### config.mk
export PLATFORM = sky130hd
export DESIGN_NAME = flag_branch_unit
export DESIGN_NICKNAME = d
export VERILOG_FILES = /design/src/rtl/cpu_pkg.sv /design/src/rtl/cond_eval.sv /design/src/rtl/flag_branch_unit.sv
export SDC_FILE = /design/constraint.sdc
export NUM_CORES = 1
export LEC_CHECK = 0
export ABC_CLOCK_PERIOD_IN_PS = 3100
export CAP_MARGIN = 20
export CORE_ASPECT_RATIO = 1.75
export CORE_MARGIN = 2
export CORE_UTILIZATION = 23
export CTS_CLUSTER_SIZE = 12
export DETAILED_ROUTE_END_ITERATION = 8
export GPL_ROUTABILITY_DRIVEN = 0
export MAX_ROUTING_LAYER = met4
export PLACE_DENSITY = 0.85
export SYNTH_ARGS = -nofsm -noshare
export SYNTH_HDL_FRONTEND = slang
export SYNTH_HIERARCHICAL = 1
export SYNTH_SLANG_ARGS = --single-unit
### constraint.sdc
create_clock -name clk -period 3.1 [get_ports clk]
set_input_delay 0.465 -clock clk [delete_from_list [all_inputs] [get_ports clk]]
set_output_delay 0.465 -clock clk [all_outputs]
set_load 0.01 [all_outputs]
### src/rtl/cpu_pkg.sv
// Shared CPU types: branch kinds, LEGv8 condition codes and the NZCV flag bundle.
package cpu_pkg;

   typedef enum logic [1:0] {
      BR_NONE = 2'b00,
      BR_COND = 2'b01,
      BR_CBZ  = 2'b10,
      BR_CBNZ = 2'b11
   } br_type_t;

   typedef enum logic [3:0] {
      COND_EQ = 4'h0, COND_NE = 4'h1, COND_HS = 4'h2, COND_LO = 4'h3,
      COND_MI = 4'h4, COND_PL = 4'h5, COND_VS = 4'h6, COND_VC = 4'h7,
      COND_HI = 4'h8, COND_LS = 4'h9, COND_GE = 4'hA, COND_LT = 4'hB,
      COND_GT = 4'hC, COND_LE = 4'hD, COND_AL = 4'hE, COND_NV = 4'hF
   } cond_t;

   typedef struct packed {
      logic n;
      logic z;
      logic c;
      logic v;
   } flags_t;

endpackage

### src/rtl/cond_eval.sv
// Combinational LEGv8 condition evaluator; shared by branches and conditional select.
module cond_eval
   import cpu_pkg::*;
(
   input  flags_t flags,
   input  cond_t  cond,
   output logic   cond_true
);

   always_comb begin
      cond_true = 1'b1;
      unique case (cond)
         COND_EQ: cond_true = flags.z;
         COND_NE: cond_true = ~flags.z;
         COND_HS: cond_true = flags.c;
         COND_LO: cond_true = ~flags.c;
         COND_MI: cond_true = flags.n;
         COND_PL: cond_true = ~flags.n;
         COND_VS: cond_true = flags.v;
         COND_VC: cond_true = ~flags.v;
         COND_HI: cond_true = flags.c & ~flags.z;
         COND_LS: cond_true = ~(flags.c & ~flags.z);
         COND_GE: cond_true = (flags.n == flags.v);
         COND_LT: cond_true = (flags.n != flags.v);
         COND_GT: cond_true = ~flags.z & (flags.n == flags.v);
         COND_LE: cond_true = ~(~flags.z & (flags.n == flags.v));
         COND_AL: cond_true = 1'b1;
         COND_NV: cond_true = 1'b1;
         default: cond_true = 1'b1;
      endcase
   end

endmodule

### src/rtl/flag_branch_unit.sv
// NZCV flag register with EX->ID flag bypass and ID-stage branch resolution.
module flag_branch_unit
   import cpu_pkg::*;
#(
   parameter int WIDTH   = 64,
   parameter bit FORWARD = 1'b1
) (
   input  logic             clk,
   input  logic             reset,
   input  logic             ex_valid,
   input  logic             ex_set_flags,
   input  logic             ex_negative,
   input  logic             ex_zero,
   input  logic             ex_overflow,
   input  logic             ex_carry,
   input  logic             ex_flush,
   input  logic             stall,
   input  logic             id_valid,
   input  logic [1:0]       id_br_type,
   input  logic [3:0]       id_cond,
   input  logic [WIDTH-1:0] id_reg_val,
   output logic             take_branch,
   output logic             flag_stall,
   output logic [3:0]       flags_q
);

   flags_t   flags_reg;
   flags_t   ex_flags;
   flags_t   eff_flags;
   logic     ex_wr;
   logic     cond_true;
   br_type_t br_type;

   assign ex_wr    = ex_valid & ex_set_flags & ~ex_flush;
   assign ex_flags = '{n: ex_negative, z: ex_zero, c: ex_carry, v: ex_overflow};
   assign br_type  = br_type_t'(id_br_type);

   always_ff @(posedge clk or posedge reset) begin
      if (reset)
         flags_reg <= '0;
      else if (ex_wr & ~stall)
         flags_reg <= ex_flags;
   end

   assign flags_q = flags_reg;

   // The in-flight EX result wins over the stale register when bypass exists.
   assign eff_flags = (FORWARD && ex_wr) ? ex_flags : flags_reg;

   cond_eval u_cond_eval (
      .flags     (eff_flags),
      .cond      (cond_t'(id_cond)),
      .cond_true (cond_true)
   );

   always_comb begin
      flag_stall = 1'b0;
      if (!FORWARD)
         flag_stall = ~reset & ex_wr & id_valid & (br_type == BR_COND);
   end

   always_comb begin
      take_branch = 1'b0;
      if (~reset & id_valid & ~flag_stall) begin
         unique case (br_type)
            BR_COND: take_branch = cond_true;
            BR_CBZ:  take_branch = (id_reg_val == '0);
            BR_CBNZ: take_branch = (id_reg_val != '0);
            default: take_branch = 1'b0;
         endcase
      end
   end

endmodule

==> results.md <==
- Status: finished, final reports clean
- DR pass1 iterations: 4
- Switching power: ~120 µW
- Yosys reg bits: 4
- Core Region: around 0.0025 mm²
- DP Worst Slack: -0.597 ns
- Leak: 0.000614 µW
- Nature of the critical path startpoint: input pin
- Dpl cell area: 0.00150 mm²
- Largest net degree at the start of global routing: 10
- Total track usage: 22.6%
- First-pass GRT wire length: 4970 µm
- Synth Area per Inst: 7.99 µm²
- IO buf count: 85
- Vias per cell: 5.22
- Worst Path Required: about 2.6 ns
- Chip height: 70.6 µm
- Worst setup margin: about 0.088 ns
- Number of flip-flops in the largest register: 4
- Final Max Slew Viols: 0
- DRT iter0 DRCs: 14
- Total internal power: 315 µW
- Initial core utilization: 23.7%
- Final Hold Viols: 0
- Setup Buffers After CTS: 0
- Max Cap Viol: 0
- Layout cell share with drive strength beyond 1: 17.6%
- Total gr overflow: 0
- Register area share after synthesis: 17.2%
- Synth unique cells: 30
- Average wire per standard cell: 17.1 µm
- Fillers: 218
- Worst Clk Skew: 0 ns
- Fmax: 0.332 GHz
- H-Tree Depth: 1
- Area growth from synthesis to layout: 173%
- Fin crit period: 3.01 ns
- Die area: 0.00297 mm²
- Tot Pwr: 435 µW
- Ant. Diodes: 0
- Worst VDD drop: 0.304 mV
- Boundary Pins: 87
- Final core occ: 64.6%
- Worst Path Arrival: 2.55 ns
- Sequential Power Share: 17.0%
- # nets final: 248
- CTS Root Cell: clkbuf_8
- WS Path Type: in -> out
- Sw frac: 27.6%
- Combinational share of power: between 50% and 60%
- P per Cell Area: 274 mW/mm²
- CTS clk-pin slew, worst paths: 0.03 ns
- Clock Latency Late Sink: 0.21 ns
- Mapped Nets: around 150
- Crit share post-route: 97.2%
- Die width: 42.1 µm
- CP max FO: 3
- FP Rows: 24
- Drt total wl: 3270 µm
- Post-route ant nets: 0
- Vias in the first global route: 1147
- Final setup vio count: 0
- Num CTS Buffers: 3
- Initial antenna violation count: 0
- Hold Crit Class: in -> async
- CTS Buffer Depth: 2
- Clk pwr share: 24.6%
- CTS tree: done
- Mapped Area: 583 µm²
- Design Area, Final: 0.00159 mm²
- Detailed Place HPWL: ~2800 µm
- Syn Inst Count: 73
- # clock sinks: 4
- Critical path endpoint category: primary output
- Vias: 997
- RSZ-0062 raised after global routing: false
- Yosys warns: 6
- DRC Markers: 0
-- final timing paths --
kind | from | to | slack, ns | depth (start not counted)
setup / recovery | ex_valid | take_branch | 0.09 | 11
hold / removal | reset | flags_q[1] | 0.48 | 2
setup reg to reg | flags_q[1] | flags_q[1] | 2.27 | 1
hold reg to reg | flags_q[0] | flags_q[0] | 0.52 | 1
max in group asynchronous | reset | flags_q[3] | 2.43 | 2
min in group clk | flags_q[0] | flags_q[0] | 0.52 | 1
-- kinds of logic (layout without fill, tap and decap cells) --
| kind of cell | Yosys count | after routing | share of synthesized area, % |
|---|---|---|---|
| and+or+nand+nor | 41 | 41 | 44.8 |
| AOI/OAI and AO/OA | 12 | 12 | 13.7 |
| muxes | 9 | 9 | 17.2 |
| DFF | 4 | 4 | 17.2 |
| buffers and inverters | 4 | 96 | 3.43 |
| xor gates and xnor gates | 2 | 2 | 3.00 |
| other | 1 | 1 | 0.643 |
-- cell type report --
type | count | area (µm²) | share of cell area [%]
timing repair buffer | 91 | 888 | 55.9
sequential | 4 | 100 | 6.29
inverter | 2 | 7.51 | 0.472
clock buffer | 3 | 41.3 | 2.60
multi-input combinational | 65 | 520 | 32.7
tap | 26 | 32.5 | 2.05
-- power by group through the flow --
stage | combinational, µW | sequential [µW] | clock, µW
4_1_cts | 246 | 73.0 | 110
3_3_place_gp | 220 | 73.0 | 0
6_report | 254 | 74.0 | 107
5_1_grt | 271 | 74.4 | 114
2_1_floorplan | 65.1 | 77.1 | 0
3_5_place_dp | 226 | 72.9 | 0
-- cell usage in the layout, fill, tap and decap left out, drive strengths merged, types with 3 or more instances in the layout --
cell,instances
mux2,8
nand4,4
clkdlybuf4s50,81
nor4,15
nor2,5
buf,7
o21ai,3
dfrtp,4
nand2,5
clkbuf,4
-- routing by layer --
metal | up-vias | global-route usage, % | part of all wire [%]
met3 | 0 | 7.65 | 12
met1 | 451 | 18.8 | 30
met2 | 71 | 45.7 | 59
met4 | 0 | 4.86 | 0
met5 | - | - | 0
li1 | 475 | - | -
-- cell usage after synthesis --
cell type   n  share of area, %
a211oi_1    1               1.3
or3_2       1               1.3
o21ai_0     3               2.6
o22a_2      1               1.7
clkbuf_2    1              0.86
nor2_1      5               3.2
inv_1       2               1.3
a21oi_1     2               1.7
and2b_2     1               1.5
xor2_1      2               3.0
nor4_1     14                15
conb_1      1              0.64
mux2i_1     1               1.7
nor3_1      2               1.7
dfrtp_1     4                17
buf_4       1               1.3
nand3b_1    2               2.6
or4b_1      1               1.7
mux2_1      8                15
a31oi_1     2               2.1
nand2b_1    2               2.1
nor4b_2     1               2.6
and3b_1     1               1.5
nand2_2     1               1.1
or3b_1      1               1.5
a21o_1      1               1.3
o2111ai_1   2               3.0
nand4_1     4               4.3
nor4_2      1               2.1
nand2_1     4               2.6
-- timing repair --
| action | in CTS | in global routing |
|---|---|---|
| endpoints found under the setup margin | 1 | 1 |
| resized for setup | 22 | 7 |
| hold buffers | 0 | 0 |
| pin swaps | 8 | 4 |
-- critical path: stages --
cell and delay (ns):
dlygate4sd2_1 0.24, nand3b_1 0.21, mux2_4 0.35, xor2_2 0.15, or4b_1 0.47, nand2_1 0.10, nand2_2 0.07, o2111ai_2 0.08
o2111ai_1 0.12, mux2i_1 0.14, buf_2 0.16
-- through the flow --
stage               cells  TNS [ns]  hold slack (ns)
floorplan              73         0            0.248
global placement      188    -0.533            0.495
detailed placement    188    -0.597            0.508
CTS                   191         0            0.485
global route          191         0            0.505
finish                191         0            0.480
No activity file was read; power rests on OpenSTA's default activity.
